--- config.mk ---
export PLATFORM = sky130hd
export DESIGN_NAME = c_boot_ctrl
export DESIGN_NICKNAME = d
export VERILOG_FILES = /design/src/rtl/c_boot_ctrl.sv
export SDC_FILE = /design/constraint.sdc
export NUM_CORES = 1
export LEC_CHECK = 0
export ABC_AREA = 1
export BUFFER_PORTS_ARGS = -buffer_cell sky130_fd_sc_hd__buf_4
export CAP_MARGIN = 10
export CORE_UTILIZATION = 36
export CTS_CLUSTER_DIAMETER = 200
export DETAILED_ROUTE_END_ITERATION = 12
export PLACE_DENSITY = 0.64
export SETUP_SLACK_MARGIN = 0.15
export SKIP_LAST_GASP = 1
export SYNTH_ARGS = -nofsm -noshare
export SYNTH_HDL_FRONTEND = slang
export SYNTH_SLANG_ARGS = --single-unit
--- constraint.sdc ---
create_clock -name i_c_sys_clock -period 4.6 [get_ports i_c_sys_clock]
set_input_delay 0.92 -clock i_c_sys_clock [delete_from_list [all_inputs] [get_ports i_c_sys_clock]]
set_output_delay 0.92 -clock i_c_sys_clock [all_outputs]
set_load 0.02 [all_outputs]
--- src/rtl/c_boot_ctrl.sv ---
// Boot controller: assembles a little-endian byte stream into 32-bit instruction
// words, strobes them into the core, then pulses core reset and times the run.
module c_boot_ctrl #(
    parameter int unsigned RST_CYCLES = 2,
    parameter int unsigned MAX_WORDS  = 64
) (
    input  logic        i_c_sys_clock,
    input  logic        i_c_sys_reset,
    input  logic        i_start,
    input  logic [6:0]  i_word_count,
    input  logic [15:0] i_run_cycles,
    input  logic        i_abort,
    input  logic [7:0]  i_byte,
    input  logic        i_byte_valid,
    output logic        o_byte_ready,
    output logic [31:0] o_c_write_ins,
    output logic        o_c_ins_wr,
    output logic        o_c_core_reset,
    output logic        o_busy,
    output logic        o_done,
    output logic        o_err,
    output logic [6:0]  o_words_loaded,
    output logic [15:0] o_cycle_count
);

    typedef enum logic [2:0] {
        S_IDLE,
        S_LOAD,
        S_RESET_CORE,
        S_RUN,
        S_DONE
    } state_e;

    localparam logic [3:0] RST_LAST = 4'(RST_CYCLES - 1);

    state_e      state_q, state_d;
    logic [1:0]  byte_idx_q, byte_idx_d;
    logic [23:0] word_buf_q, word_buf_d;
    logic [31:0] write_ins_q, write_ins_d;
    logic        ins_wr_q, ins_wr_d;
    logic        byte_ready_q, byte_ready_d;
    logic        core_reset_q, core_reset_d;
    logic        busy_q, busy_d;
    logic        done_q, done_d;
    logic        err_q, err_d;
    logic [6:0]  words_loaded_q, words_loaded_d;
    logic [15:0] cycle_count_q, cycle_count_d;
    logic [6:0]  word_count_q, word_count_d;
    logic [15:0] run_cycles_q, run_cycles_d;
    logic [3:0]  rst_cnt_q, rst_cnt_d;

    logic start_ok;
    logic sealed;
    logic byte_accept;

    assign start_ok    = (i_word_count != 7'd0) && (32'(i_word_count) <= MAX_WORDS);
    // Once the last word has been counted the load is over; the strobe cycle
    // still shows ready but any byte offered then is dropped.
    assign sealed      = (words_loaded_q == word_count_q);
    assign byte_accept = i_byte_valid && byte_ready_q && (state_q == S_LOAD) && !sealed;

    always_comb begin
        // NOTE: every variable gets its hold value first so no path infers a latch.
        state_d        = state_q;
        byte_idx_d     = byte_idx_q;
        word_buf_d     = word_buf_q;
        write_ins_d    = write_ins_q;
        ins_wr_d       = 1'b0;
        err_d          = err_q;
        words_loaded_d = words_loaded_q;
        cycle_count_d  = cycle_count_q;
        word_count_d   = word_count_q;
        run_cycles_d   = run_cycles_q;
        rst_cnt_d      = rst_cnt_q;

        case (state_q)
            S_IDLE, S_DONE: begin
                if (i_start) begin
                    if (start_ok) begin
                        state_d        = S_LOAD;
                        err_d          = 1'b0;
                        words_loaded_d = 7'd0;
                        cycle_count_d  = 16'd0;
                        byte_idx_d     = 2'd0;
                        word_count_d   = i_word_count;
                        run_cycles_d   = i_run_cycles;
                    end else begin
                        state_d = S_IDLE;
                        err_d   = 1'b1;
                    end
                end
            end
            S_LOAD: begin
                if (i_abort) begin
                    state_d    = S_IDLE;
                    err_d      = 1'b1;
                    byte_idx_d = 2'd0;
                end else if (sealed) begin
                    state_d   = S_RESET_CORE;
                    rst_cnt_d = 4'd0;
                end else if (byte_accept) begin
                    case (byte_idx_q)
                        2'd0: word_buf_d[7:0]   = i_byte;
                        2'd1: word_buf_d[15:8]  = i_byte;
                        2'd2: word_buf_d[23:16] = i_byte;
                        default: begin
                            write_ins_d    = {i_byte, word_buf_q};
                            ins_wr_d       = 1'b1;
                            words_loaded_d = words_loaded_q + 7'd1;
                        end
                    endcase
                    byte_idx_d = byte_idx_q + 2'd1;
                end
            end
            S_RESET_CORE: begin
                if (rst_cnt_q == RST_LAST) begin
                    state_d = S_RUN;
                end else begin
                    rst_cnt_d = rst_cnt_q + 4'd1;
                end
            end
            S_RUN: begin
                if (cycle_count_q != 16'hFFFF) begin
                    cycle_count_d = cycle_count_q + 16'd1;
                end
                if (i_abort) begin
                    state_d = S_DONE;
                end else if ((run_cycles_q != 16'd0) && (cycle_count_d == run_cycles_q)) begin
                    state_d = S_DONE;
                end
            end
            default: state_d = S_IDLE;
        endcase

        // Status outputs are decoded from the next state so they leave flops.
        byte_ready_d = (state_d == S_LOAD);
        core_reset_d = (state_d == S_RESET_CORE);
        busy_d       = (state_d == S_LOAD) || (state_d == S_RESET_CORE) || (state_d == S_RUN);
        done_d       = (state_d == S_DONE);
    end

    always_ff @(posedge i_c_sys_clock) begin
        // NOTE: sequential state uses non-blocking assignments only.
        if (i_c_sys_reset) begin
            state_q        <= S_IDLE;
            byte_idx_q     <= 2'd0;
            word_buf_q     <= 24'd0;
            write_ins_q    <= 32'd0;
            ins_wr_q       <= 1'b0;
            byte_ready_q   <= 1'b0;
            core_reset_q   <= 1'b1;
            busy_q         <= 1'b0;
            done_q         <= 1'b0;
            err_q          <= 1'b0;
            words_loaded_q <= 7'd0;
            cycle_count_q  <= 16'd0;
            word_count_q   <= 7'd0;
            run_cycles_q   <= 16'd0;
            rst_cnt_q      <= 4'd0;
        end else begin
            state_q        <= state_d;
            byte_idx_q     <= byte_idx_d;
            word_buf_q     <= word_buf_d;
            write_ins_q    <= write_ins_d;
            ins_wr_q       <= ins_wr_d;
            byte_ready_q   <= byte_ready_d;
            core_reset_q   <= core_reset_d;
            busy_q         <= busy_d;
            done_q         <= done_d;
            err_q          <= err_d;
            words_loaded_q <= words_loaded_d;
            cycle_count_q  <= cycle_count_d;
            word_count_q   <= word_count_d;
            run_cycles_q   <= run_cycles_d;
            rst_cnt_q      <= rst_cnt_d;
        end
    end

    assign o_byte_ready   = byte_ready_q;
    assign o_c_write_ins  = write_ins_q;
    assign o_c_ins_wr     = ins_wr_q;
    assign o_c_core_reset = core_reset_q;
    assign o_busy         = busy_q;
    assign o_done         = done_q;
    assign o_err          = err_q;
    assign o_words_loaded = words_loaded_q;
    assign o_cycle_count  = cycle_count_q;

endmodule
-- After elaboration in Yosys (flattened, before gate mapping)
Cells that the tools add are included.
- add/subtract/negate cells: 4
- magnitude comparators: 1
- equal/unequal tests: 25
- mux-type cells: 35
- bitwise operators: 5
- reduce and logical (&&, ||, !) cells: 28
- operator list (kind ; count):
    $mux W16 ; 4
    $mux W7 ; 6
    $pmux W16 S2 ; 1
    $reduce_and A5 Y1 ; 5
    $mux W3 ; 6
    $ne A2 B2 Y1 const B ; 9
    $add A16 B1 Y16 const B ; 1
    $eq A16 B16 Y1 ; 1
    $ne A16 B16 Y1 const B ; 1
    $reduce_bool A16 Y1 ; 1
    $pmux W7 S2 ; 1
    $eq A3 B2 Y1 const B ; 4
    $mux W4 ; 3
    $pmux W3 S4 ; 1
    $mux W2 ; 5
    $reduce_and A3 Y1 ; 3
    $pmux W4 S2 ; 1
    $add A7 B1 Y7 const B ; 1
    $eq A7 B7 Y1 ; 1
    $le A7 B7 Y1 const B ; 1
    $reduce_and A7 Y1 ; 1
    $reduce_bool A7 Y1 ; 1
    $eq A3 B1 Y1 const B ; 2
    $eq A3 B3 Y1 const B ; 2
    other kinds (20) ; 36
- register bits after elaboration: 117
- bits of input ports: 36
- output and inout bits: 61
- logic and storage cells: 115

-- Longest topological paths before layout
Gate-level depths: netlist (run 1).
- word-level depth: 11
- mapped depth: 16
- mapped depth without buffers: 16

-- Worst setup path after synthesis (run 1)
Ideal clock, no wire load.
- path type: input to register
- from: input port i_word_count[4]
- to: register write_ins_q[0], in the netlist o_c_write_ins[0]
- library setup time: 0.116 ns
- arrival time: 2.214 ns
- setup slack: 2.270 ns
- cell stages on the path: 12
- path through: nor2_1 -> nand3_1 -> xnor2_1 -> nand2_1 -> o21ai_1 -> inv_1 -> nand3_1 -> nor2_1 -> inv_1 -> clkbuf_1 -> nor2_1 -> nor2_1
- RTL lines (element ; line ; RTL):
    start: declaration ; 10 ; input logic [6:0] i_word_count,
    end signal: assignment ; 164 ; write_ins_q <= write_ins_d;
    end: declaration ; 39 ; logic [31:0] write_ins_q, write_ins_d;

==> results of run 1 <==
==> metal layers <==
metal  wire [um]  share of wire, %  vias up  track usage [%]
met4         215               1.6        0             7.83
met5           0                 0        -                0
met1        6230                45     2262             23.2
met2        6670                48      112             32.7
met3         730               5.3       18             4.95
li1            -                 -     2640                -
==> layout make-up <==
class	count	area, um2
fillers	1460	7660
inverters	61	229
repair buffers	101	758
clock buffers	19	433
multi-input cells	542	2620
well taps	184	230
clock inverters	13	206
flip-flops and latches	117	2340
==> synthesized netlist by cell type, types with 7 or more instances <==
master	instances	area (um2)
sky130_fd_sc_hd__nand2_1	158	593
sky130_fd_sc_hd__nor2_1	113	424
sky130_fd_sc_hd__ha_1	8	100
sky130_fd_sc_hd__xor2_1	7	61.3
sky130_fd_sc_hd__clkbuf_1	27	101
sky130_fd_sc_hd__inv_1	56	210
sky130_fd_sc_hd__nand4_1	10	62.6
sky130_fd_sc_hd__a21oi_1	71	355
sky130_fd_sc_hd__dfxtp_1	117	2340
sky130_fd_sc_hd__o21ai_0	61	305
sky130_fd_sc_hd__nand3_1	60	300
==> sequential cells by signal (all words and copies together) (netlist names) <==
signal	count
word_buf_q	24
o_c_ins_wr	1
o_done	1
state_q	3
o_cycle_count	16
o_c_write_ins	32
o_c_core_reset	1
o_byte_ready	1
word_count_q	7
rst_cnt_q	4
o_busy	1
byte_idx_q	2
o_words_loaded	7
run_cycles_q	16
o_err	1
==> power by group through the flow <==
stage | Clock (W) | Combinational (W) | Sequential (W)
CTS | 0.00145 | 0.000407 | 0.00113
floorplan | 0 | 0.000278 | 0.00115
detailed placement | 0 | 0.000405 | 0.00115
finish | 0.00144 | 0.000401 | 0.00113
global route | 0.00151 | 0.000459 | 0.00114
global placement | 0 | 0.000406 | 0.00115
==> worst reg2reg max path, delay by kind of cell, from the launching register on <==
family,cells,cell delay (ps)
buffers and inverters,3,1090
DFF,1,430
and+or+nand+nor,8,900
==> final timing paths <==
check                          end  slack (ps)  depth (start not counted)
setup / recovery  o_c_write_ins[8]        1900                         13
setup reg to reg  o_c_write_ins[8]        2120                         11
hold reg to reg              o_err         450                          2
hold / removal               o_err         450                          2
==> logic make-up (layout without fill, tap and decap cells) <==
family          count (synthesis)  count (layout)  synth area share, %
simple gates                  374             374                 30.7
fa+ha+maj                       8               8                 1.88
xor+xnor                       13              13                 2.14
compound gates                147             147                 14.4
buf+inv                        93             194                 6.91
flops                         117             117                 44.0
==> cells in the final DEF, fill, tap and decap left out, types with 5 or more instances in the layout <==
cell	synthesis	final
sky130_fd_sc_hd__inv_1	56	56
sky130_fd_sc_hd__buf_4	0	101
sky130_fd_sc_hd__clkinvlp_4	0	5
sky130_fd_sc_hd__nand4_1	10	10
sky130_fd_sc_hd__o21ai_1	6	6
sky130_fd_sc_hd__ha_1	8	8
sky130_fd_sc_hd__xnor2_1	6	6
sky130_fd_sc_hd__bufinv_16	0	5
sky130_fd_sc_hd__dfxtp_1	117	117
sky130_fd_sc_hd__o21ai_0	61	61
sky130_fd_sc_hd__xor2_1	7	7
sky130_fd_sc_hd__clkbuf_16	0	17
sky130_fd_sc_hd__nand3_1	60	60
sky130_fd_sc_hd__nand2_2	6	6
sky130_fd_sc_hd__nor3_1	6	6
sky130_fd_sc_hd__nor2_1	113	112
sky130_fd_sc_hd__nor4_1	5	5
sky130_fd_sc_hd__nor3b_1	5	5
sky130_fd_sc_hd__a21oi_1	71	71
sky130_fd_sc_hd__nand2_1	158	158
==> per-stage QoR <==
step / cells / utilization (%) / cell area, um2 / power (W)
floorplan: 752 / - / 5320 / 0.00143
global placement: 1005 / 42.6 / 6170 / 0.00155
detailed placement: 1005 / 42.6 / 6170 / 0.00155
CTS: 1037 / 47.1 / 6810 / 0.00299
global route: 1037 / 47.1 / 6810 / 0.00310
finish: 1037 / 47.1 / 6810 / 0.00296
==> report_table.html, run 1 <==
<table>
<tr><th>Metric</th><th>Value</th></tr>
<tr><th colspan="2">Critical path</th></tr>
<tr><td>Launch point of the worst path</td><td>i_word_count[2]</td></tr>
<tr><td>Buffers and inverters on the worst path</td><td>4</td></tr>
<tr><td>Kind of capture point of the worst setup path</td><td>flip-flop</td></tr>
<tr><td>Kind of cell adding the most delay to the critical path</td><td>buffers and inverters</td></tr>
<tr><td>Largest stage delay, worst path</td><td>780 ps</td></tr>
<tr><td>Worst EP arrival</td><td>3060 ps</td></tr>
<tr><td>Cell with the biggest individual delay on the critical path</td><td>sky130_fd_sc_hd__inv_1</td></tr>
<tr><td>Type of the worst setup path</td><td>input port to flip-flop</td></tr>
<tr><td>Crit path cell chain</td><td>buf_4 &gt; nor2_1 &gt; nand3_1 &gt; xnor2_1 &gt; nand2_1 &gt; o21ai_1 &gt; inv_1 &gt; nand3_1 &gt; nor2_2 &gt; buf_4 &gt; inv_1 &gt; nor2_1 &gt; nor2_1</td></tr>
<tr><td>Kind of start point of the critical path</td><td>input port</td></tr>
<tr><td>Largest fanout on the critical path</td><td>35</td></tr>
<tr><td>Data required time of the worst path</td><td>4960 ps</td></tr>
<tr><td>Most Frequent Cell on Critical Path</td><td>sky130_fd_sc_hd__nor2_1</td></tr>
<tr><td>Critical register-to-register path startpoint</td><td>o_words_loaded[4]</td></tr>
<tr><th colspan="2">Placement</th></tr>
<tr><td>Pre-CTS setup slack</td><td>1410 ps</td></tr>
<tr><td>PortBufs</td><td>96</td></tr>
<tr><td>Weighted congestion reported at the end of routability-driven placement</td><td>0.862</td></tr>
<tr><td>Half-perimeter wire length of the detailed placement result</td><td>9980 um</td></tr>
<tr><th colspan="2">Timing</th></tr>
<tr><td>Post-route setup slack</td><td>1900 ps</td></tr>
<tr><td>Share of the clock period used by the worst path</td><td>58.7%</td></tr>
<tr><td>Final hold violations</td><td>0</td></tr>
<tr><td>Number of setup violations in the final report</td><td>0</td></tr>
<tr><td>Unrepaired setup endpoints after global routing</td><td>no</td></tr>
<tr><td>Slew at the pin closest to its max-slew limit</td><td>1020 ps</td></tr>
<tr><td>Worst slew slack as a fraction of its limit</td><td>31.8%</td></tr>
<tr><td>Min Tclk post-route</td><td>2700 ps</td></tr>
<tr><td>Final slew viol count</td><td>0</td></tr>
<tr><td>Largest clock skew in the final design</td><td>6.48 ps</td></tr>
<tr><td>Peak Freq</td><td>370 MHz</td></tr>
<tr><td>Setup TNS Final</td><td>0 ps</td></tr>
<tr><td>Worst hold-check slack</td><td>450 ps</td></tr>
<tr><th colspan="2">Synth</th></tr>
<tr><td>Most frequently used flop master after synthesis</td><td>sky130_fd_sc_hd__dfxtp_1</td></tr>
<tr><td>Library cells used by synthesis</td><td>35</td></tr>
<tr><td>Number of storage elements in the synthesis netlist</td><td>117</td></tr>
<tr><td>Sequential-to-total area share from yosys stat</td><td>44.0%</td></tr>
<tr><td>Count of synthesis-stage warnings from yosys</td><td>0</td></tr>
<tr><td>Synthesized netlist cell count</td><td>752</td></tr>
<tr><td>Post-synth design cell area</td><td>5320 um2</td></tr>
<tr><td>Average cell area after synthesis</td><td>7.08 um2</td></tr>
<tr><td>Proportion of register bits with asynchronous set or reset after synthesis</td><td>0%</td></tr>
<tr><td>Count of flip-flops with a built-in enable after synthesis</td><td>0</td></tr>
<tr><td>Syn nets</td><td>796</td></tr>
<tr><th colspan="2">Status</th></tr>
<tr><td>Outcome</td><td>complete, no violations</td></tr>
<tr><th colspan="2">Power</th></tr>
<tr><td>Sequential cell fraction of total power</td><td>38.1%</td></tr>
<tr><td>Net Sw Frac</td><td>26.5%</td></tr>
<tr><td>Int Pwr</td><td>0.00218 W</td></tr>
<tr><td>Power density cells</td><td>435 nW/um2</td></tr>
<tr><td>Clock network fraction of design power</td><td>48.4%</td></tr>
<tr><td>Relative contribution of combinational cells to total power</td><td>13.5%</td></tr>
<tr><td>Maximum vdd ir drop</td><td>0.247 mV</td></tr>
<tr><td>Static power due to leakage</td><td>2.90 nW</td></tr>
<tr><td>Switching power total</td><td>0.000786 W</td></tr>
<tr><th colspan="2">Cells and area</th></tr>
<tr><td>Synth-to-layout area growth</td><td>28.0%</td></tr>
<tr><td>Net count reported at finish</td><td>884</td></tr>
<tr><td>ANT cells</td><td>0</td></tr>
<tr><td>Share of final-layout standard cells stronger than drive strength 1</td><td>18.2%</td></tr>
<tr><th colspan="2">Routing</th></tr>
<tr><td>DRT Pass-1 Iters</td><td>5</td></tr>
<tr><td>Violation count after the first detailed-routing iteration</td><td>217</td></tr>
<tr><td>Post-route antenna net violation count</td><td>0</td></tr>
<tr><td>Vias/cell</td><td>4.85</td></tr>
<tr><td>DRC Markers</td><td>0</td></tr>
<tr><td>Total number of vias</td><td>5032</td></tr>
<tr><td>Routed WL</td><td>13800 um</td></tr>
<tr><td>Average wire per standard cell</td><td>13.4 um</td></tr>
<tr><th colspan="2">Global routing</th></tr>
<tr><td>Overall global routing resource usage</td><td>19.3%</td></tr>
<tr><td>Pin count of the biggest net entering global routing</td><td>52</td></tr>
<tr><td>Number of global-route vias before repair</td><td>4722</td></tr>
<tr><td>Remaining Overflow, GRT</td><td>0</td></tr>
<tr><td>Global-route wire length before repair</td><td>22500 um</td></tr>
<tr><td>Number of antenna violations at the first check in global routing</td><td>0</td></tr>
<tr><th colspan="2">Clock tree</th></tr>
<tr><td>Total of cells resized after clock tree synthesis</td><td>0</td></tr>
<tr><td>H-tree levels</td><td>4</td></tr>
<tr><td>TritonCTS clock tree</td><td>built</td></tr>
<tr><td>Buffer count from post-CTS setup fixing</td><td>0</td></tr>
<tr><td>Post-CTS Hold Buffers</td><td>0</td></tr>
<tr><td>Total CTS buffers</td><td>17</td></tr>
<tr><td>Number of buffers on the longest clock path</td><td>2</td></tr>
<tr><td>Cell chosen for the clock root</td><td>sky130_fd_sc_hd__clkbuf_16</td></tr>
<tr><td>Insertion delay to the later sink of the worst-skew pair</td><td>420 ps</td></tr>
<tr><td>Count of clock tree sinks</td><td>117</td></tr>
<tr><td>Clock-pin slew on the worst setup and hold paths</td><td>50 ps</td></tr>
<tr><th colspan="2">Floorplan</th></tr>
<tr><td>Number of top-level pins</td><td>97</td></tr>
<tr><td>Core area</td><td>14500 um2</td></tr>
<tr><td>Core Rows</td><td>44</td></tr>
<tr><td>Die Wd</td><td>124 um</td></tr>
<tr><td>Floorplan die area</td><td>15300 um2</td></tr>
<tr><td>Starting density of the core</td><td>36.8%</td></tr>
<tr><td>Die extent in y</td><td>124 um</td></tr>
<tr><th colspan="2">Worst hold path</th></tr>
<tr><td>Hold path start</td><td>o_err</td></tr>
<tr><td>Worst hold path type</td><td>flip-flop to flip-flop</td></tr>
<tr><th colspan="2">Job</th></tr>
<tr><td>MaxCap Viol Count</td><td>0</td></tr>
</table>
(Power assumes the default switching activity.)
==> run 2: changes to the inputs <==
Clock period 4.6 ns to 2.65 ns, I/O delays scaled along.
==> report_table.html, run 2 (same netlist as run 1, synthesis figures left out) <==
<table>
<tr><th>Metric</th><th>Value</th></tr>
<tr><th colspan="2">Power</th></tr>
<tr><td>Maximum vdd ir drop</td><td>0.468 mV</td></tr>
<tr><td>Sequential cell fraction of total power</td><td>38.7%</td></tr>
<tr><td>Clock network fraction of design power</td><td>47.2%</td></tr>
<tr><td>Power density cells</td><td>741 nW/um2</td></tr>
<tr><td>Net Sw Frac</td><td>27.4%</td></tr>
<tr><td>Switching power total</td><td>0.00139 W</td></tr>
<tr><td>Int Pwr</td><td>0.00369 W</td></tr>
<tr><td>Static power due to leakage</td><td>2.94 nW</td></tr>
<tr><td>Relative contribution of combinational cells to total power</td><td>14.1%</td></tr>
<tr><th colspan="2">Placement</th></tr>
<tr><td>PortBufs</td><td>96</td></tr>
<tr><td>Placed Instance Area</td><td>6230 um2</td></tr>
<tr><td>Half-perimeter wire length of the detailed placement result</td><td>10100 um</td></tr>
<tr><td>Weighted congestion reported at the end of routability-driven placement</td><td>0.843</td></tr>
<tr><th colspan="2">Cells and area</th></tr>
<tr><td>Most frequent standard cell in the layout excluding fill and tap cells</td><td>sky130_fd_sc_hd__nand2_1</td></tr>
<tr><td>Number of flip-flops under the largest register name</td><td>32</td></tr>
<tr><td>Share of final-layout standard cells stronger than drive strength 1</td><td>19.3%</td></tr>
<tr><td>Net count reported at finish</td><td>891</td></tr>
<tr><td>ANT cells</td><td>0</td></tr>
<tr><td>Commonest cells after routing, fill and taps aside</td><td>sky130_fd_sc_hd__nand2_1 (158), sky130_fd_sc_hd__dfxtp_1 (115), sky130_fd_sc_hd__nor2_1 (112)</td></tr>
<tr><td>Final Instance Area</td><td>6850 um2</td></tr>
<tr><td>Synth-to-layout area growth</td><td>28.7%</td></tr>
<tr><th colspan="2">Floorplan</th></tr>
<tr><td>Die extent in y</td><td>124 um</td></tr>
<tr><td>Core area</td><td>14500 um2</td></tr>
<tr><td>Starting density of the core</td><td>36.8%</td></tr>
<tr><td>Floorplan die area</td><td>15300 um2</td></tr>
<tr><td>Number of top-level pins</td><td>97</td></tr>
<tr><td>Die Wd</td><td>124 um</td></tr>
<tr><td>Core Rows</td><td>44</td></tr>
<tr><th colspan="2">Clock tree</th></tr>
<tr><td>Insertion delay to the later sink of the worst-skew pair</td><td>420 ps</td></tr>
<tr><td>Count of clock tree sinks</td><td>117</td></tr>
<tr><td>H-tree levels</td><td>4</td></tr>
<tr><td>Number of buffers on the longest clock path</td><td>2</td></tr>
<tr><td>TritonCTS clock tree</td><td>built</td></tr>
<tr><td>Clock-pin slew on the worst setup and hold paths</td><td>50 ps</td></tr>
<tr><td>Buffer count from post-CTS setup fixing</td><td>0</td></tr>
<tr><td>Cell chosen for the clock root</td><td>sky130_fd_sc_hd__clkbuf_16</td></tr>
<tr><td>Total CTS buffers</td><td>17</td></tr>
<tr><th colspan="2">Critical path</th></tr>
<tr><td>Data required time of the worst path</td><td>2950 ps</td></tr>
<tr><td>Crit path cell chain</td><td>ha_2 &gt; nand2_2 &gt; nor2_4 &gt; nand2_4 &gt; nor2_4 &gt; inv_2 &gt; nand3_1 &gt; nand4_1 &gt; nor2_1 &gt; nand3_2 &gt; o21ai_2 &gt; nand2_1 &gt; nand2_1 &gt; nand2_1</td></tr>
<tr><td>RR Endpoint</td><td>o_busy</td></tr>
<tr><td>Type of the worst setup path</td><td>flip-flop to flip-flop</td></tr>
<tr><td>Cell with the biggest individual delay on the critical path</td><td>sky130_fd_sc_hd__dfxtp_2</td></tr>
<tr><td>Most Frequent Cell on Critical Path</td><td>sky130_fd_sc_hd__nand2_1</td></tr>
<tr><td>Worst-case register-to-register setup slack</td><td>350 ps</td></tr>
<tr><td>Largest fanout on the critical path</td><td>22</td></tr>
<tr><td>Worst Reg-to-Reg Cells</td><td>14</td></tr>
<tr><td>Kind of start point of the critical path</td><td>flip-flop</td></tr>
<tr><td>Buffers and inverters on the worst path</td><td>1</td></tr>
<tr><td>Critical register-to-register path startpoint</td><td>o_cycle_count[0]</td></tr>
<tr><td>Kind of capture point of the worst setup path</td><td>flip-flop</td></tr>
<tr><td>Largest stage delay, worst path</td><td>410 ps</td></tr>
<tr><td>Kind of cell adding the most delay to the critical path</td><td>simple AND/OR/NAND/NOR gates</td></tr>
<tr><td>Worst EP arrival</td><td>2610 ps</td></tr>
<tr><th colspan="2">Timing</th></tr>
<tr><td>Worst slew slack as a fraction of its limit</td><td>60.3%</td></tr>
<tr><td>Peak Freq</td><td>434 MHz</td></tr>
<tr><td>Min Tclk post-route</td><td>2300 ps</td></tr>
<tr><td>Number of setup violations in the final report</td><td>0</td></tr>
<tr><td>Slew at the pin closest to its max-slew limit</td><td>595 ps</td></tr>
<tr><td>Final hold violations</td><td>0</td></tr>
<tr><td>Unrepaired setup endpoints after global routing</td><td>no</td></tr>
<tr><td>Share of the clock period used by the worst path</td><td>87.0%</td></tr>
<tr><td>Setup TNS Final</td><td>0 ps</td></tr>
<tr><td>Largest clock skew in the final design</td><td>9.26 ps</td></tr>
<tr><td>Final slew viol count</td><td>0</td></tr>
<tr><th colspan="2">Global routing</th></tr>
<tr><td>Overall global routing resource usage</td><td>19.9%</td></tr>
<tr><td>Pin count of the biggest net entering global routing</td><td>51</td></tr>
<tr><td>Global-route wire length before repair</td><td>23200 um</td></tr>
<tr><td>Number of antenna violations at the first check in global routing</td><td>0</td></tr>
<tr><td>Number of global-route vias before repair</td><td>4829</td></tr>
<tr><td>Remaining Overflow, GRT</td><td>0</td></tr>
<tr><th colspan="2">Routing</th></tr>
<tr><td>Routed WL</td><td>14300 um</td></tr>
<tr><td>DRC Markers</td><td>0</td></tr>
<tr><td>Vias/cell</td><td>4.92</td></tr>
<tr><td>DRT Pass-1 Iters</td><td>5</td></tr>
<tr><td>Post-route antenna net violation count</td><td>0</td></tr>
<tr><td>Violation count after the first detailed-routing iteration</td><td>321</td></tr>
<tr><td>Average wire per standard cell</td><td>13.7 um</td></tr>
<tr><td>Total number of vias</td><td>5132</td></tr>
<tr><th colspan="2">Status</th></tr>
<tr><td>Outcome</td><td>complete, no violations</td></tr>
<tr><th colspan="2">Job</th></tr>
<tr><td>MaxCap Viol Count</td><td>0</td></tr>
<tr><th colspan="2">Worst hold path</th></tr>
<tr><td>Hold path start</td><td>i_word_count[0]</td></tr>
<tr><td>Number of instances on the worst hold path</td><td>3</td></tr>
<tr><td>Worst hold path type</td><td>input port to flip-flop</td></tr>
<tr><td>Worst Hold End</td><td>word_count_q[0]</td></tr>
</table>
run 2: what timing repair did:
item,CTS,global route
setup endpoints to repair,0,5
resized for setup,0,3
hold buffers,0,0
run 2: power groups by stage:
stage | logic [W] | registers (W) | clock network (W)
after global placement | 0.000715 | 0.00200 | 0
after CTS | 0.000722 | 0.00197 | 0.00243
after floorplan | 0.000483 | 0.00199 | 0
after detailed placement | 0.000716 | 0.00200 | 0
after global routing | 0.000808 | 0.00198 | 0.00252
final | 0.000714 | 0.00197 | 0.00240
run 2: through the flow:
stage	std cells	util, %	hold WS [ps]	setup WS [ps]	total power, W
floorplan	752	-	441	475	0.00248
global placement	1012	43.0	451	230	0.00272
finish	1044	47.3	360	346	0.00508
CTS	1044	47.3	343	202	0.00512
detailed placement	1012	43.0	456	194	0.00272
global route	1044	47.3	352	149	0.00531
run 2: area by class of cell:
cell class / count / area (um2)
Tap cell: 184 / 230
Timing Repair Buffer: 108 / 811
Clock buffer: 21 / 470
Fill cell: 1485 / 7630
Clock inverter: 11 / 149
Inverter: 61 / 229
Sequential cell: 117 / 2340
Multi-Input combinational cell: 542 / 2620
run 2: how the worst max path moves through the flow:
stage                     depth (start not counted)  slack [ps]  endpoint              from
after floorplan                                  15         470    o_busy  o_cycle_count[0]
after global placement                           14         230    o_busy  o_cycle_count[0]
after CTS                                        14         200    o_busy  o_cycle_count[0]
after detailed placement                         14         190    o_busy  o_cycle_count[0]
after global routing                             13         150    o_busy  o_cycle_count[3]
final                                            14         350    o_busy  o_cycle_count[0]
run 2: metal layers:
metal | wire, um | part of all wire, % | vias to the layer above | global-route usage [%]
met5 | 0 | 0 | - | 0
met4 | 186 | 1.3 | 0 | 7.15
met3 | 706 | 4.9 | 20 | 5.63
met2 | 6980 | 49 | 120 | 33.5
met1 | 6420 | 45 | 2341 | 24.0
li1 | - | - | 2651 | -
run 2: worst register-to-register path: cells and delay by family (launching register included):
kind | cells | cell delay (ps)
AO/OA/AOI/OAI | 1 | 170
adder cells (fa/ha/maj) | 1 | 250
buffers and inverters | 1 | 160
flip-flops | 1 | 410
AND/OR/NAND/NOR | 11 | 1210
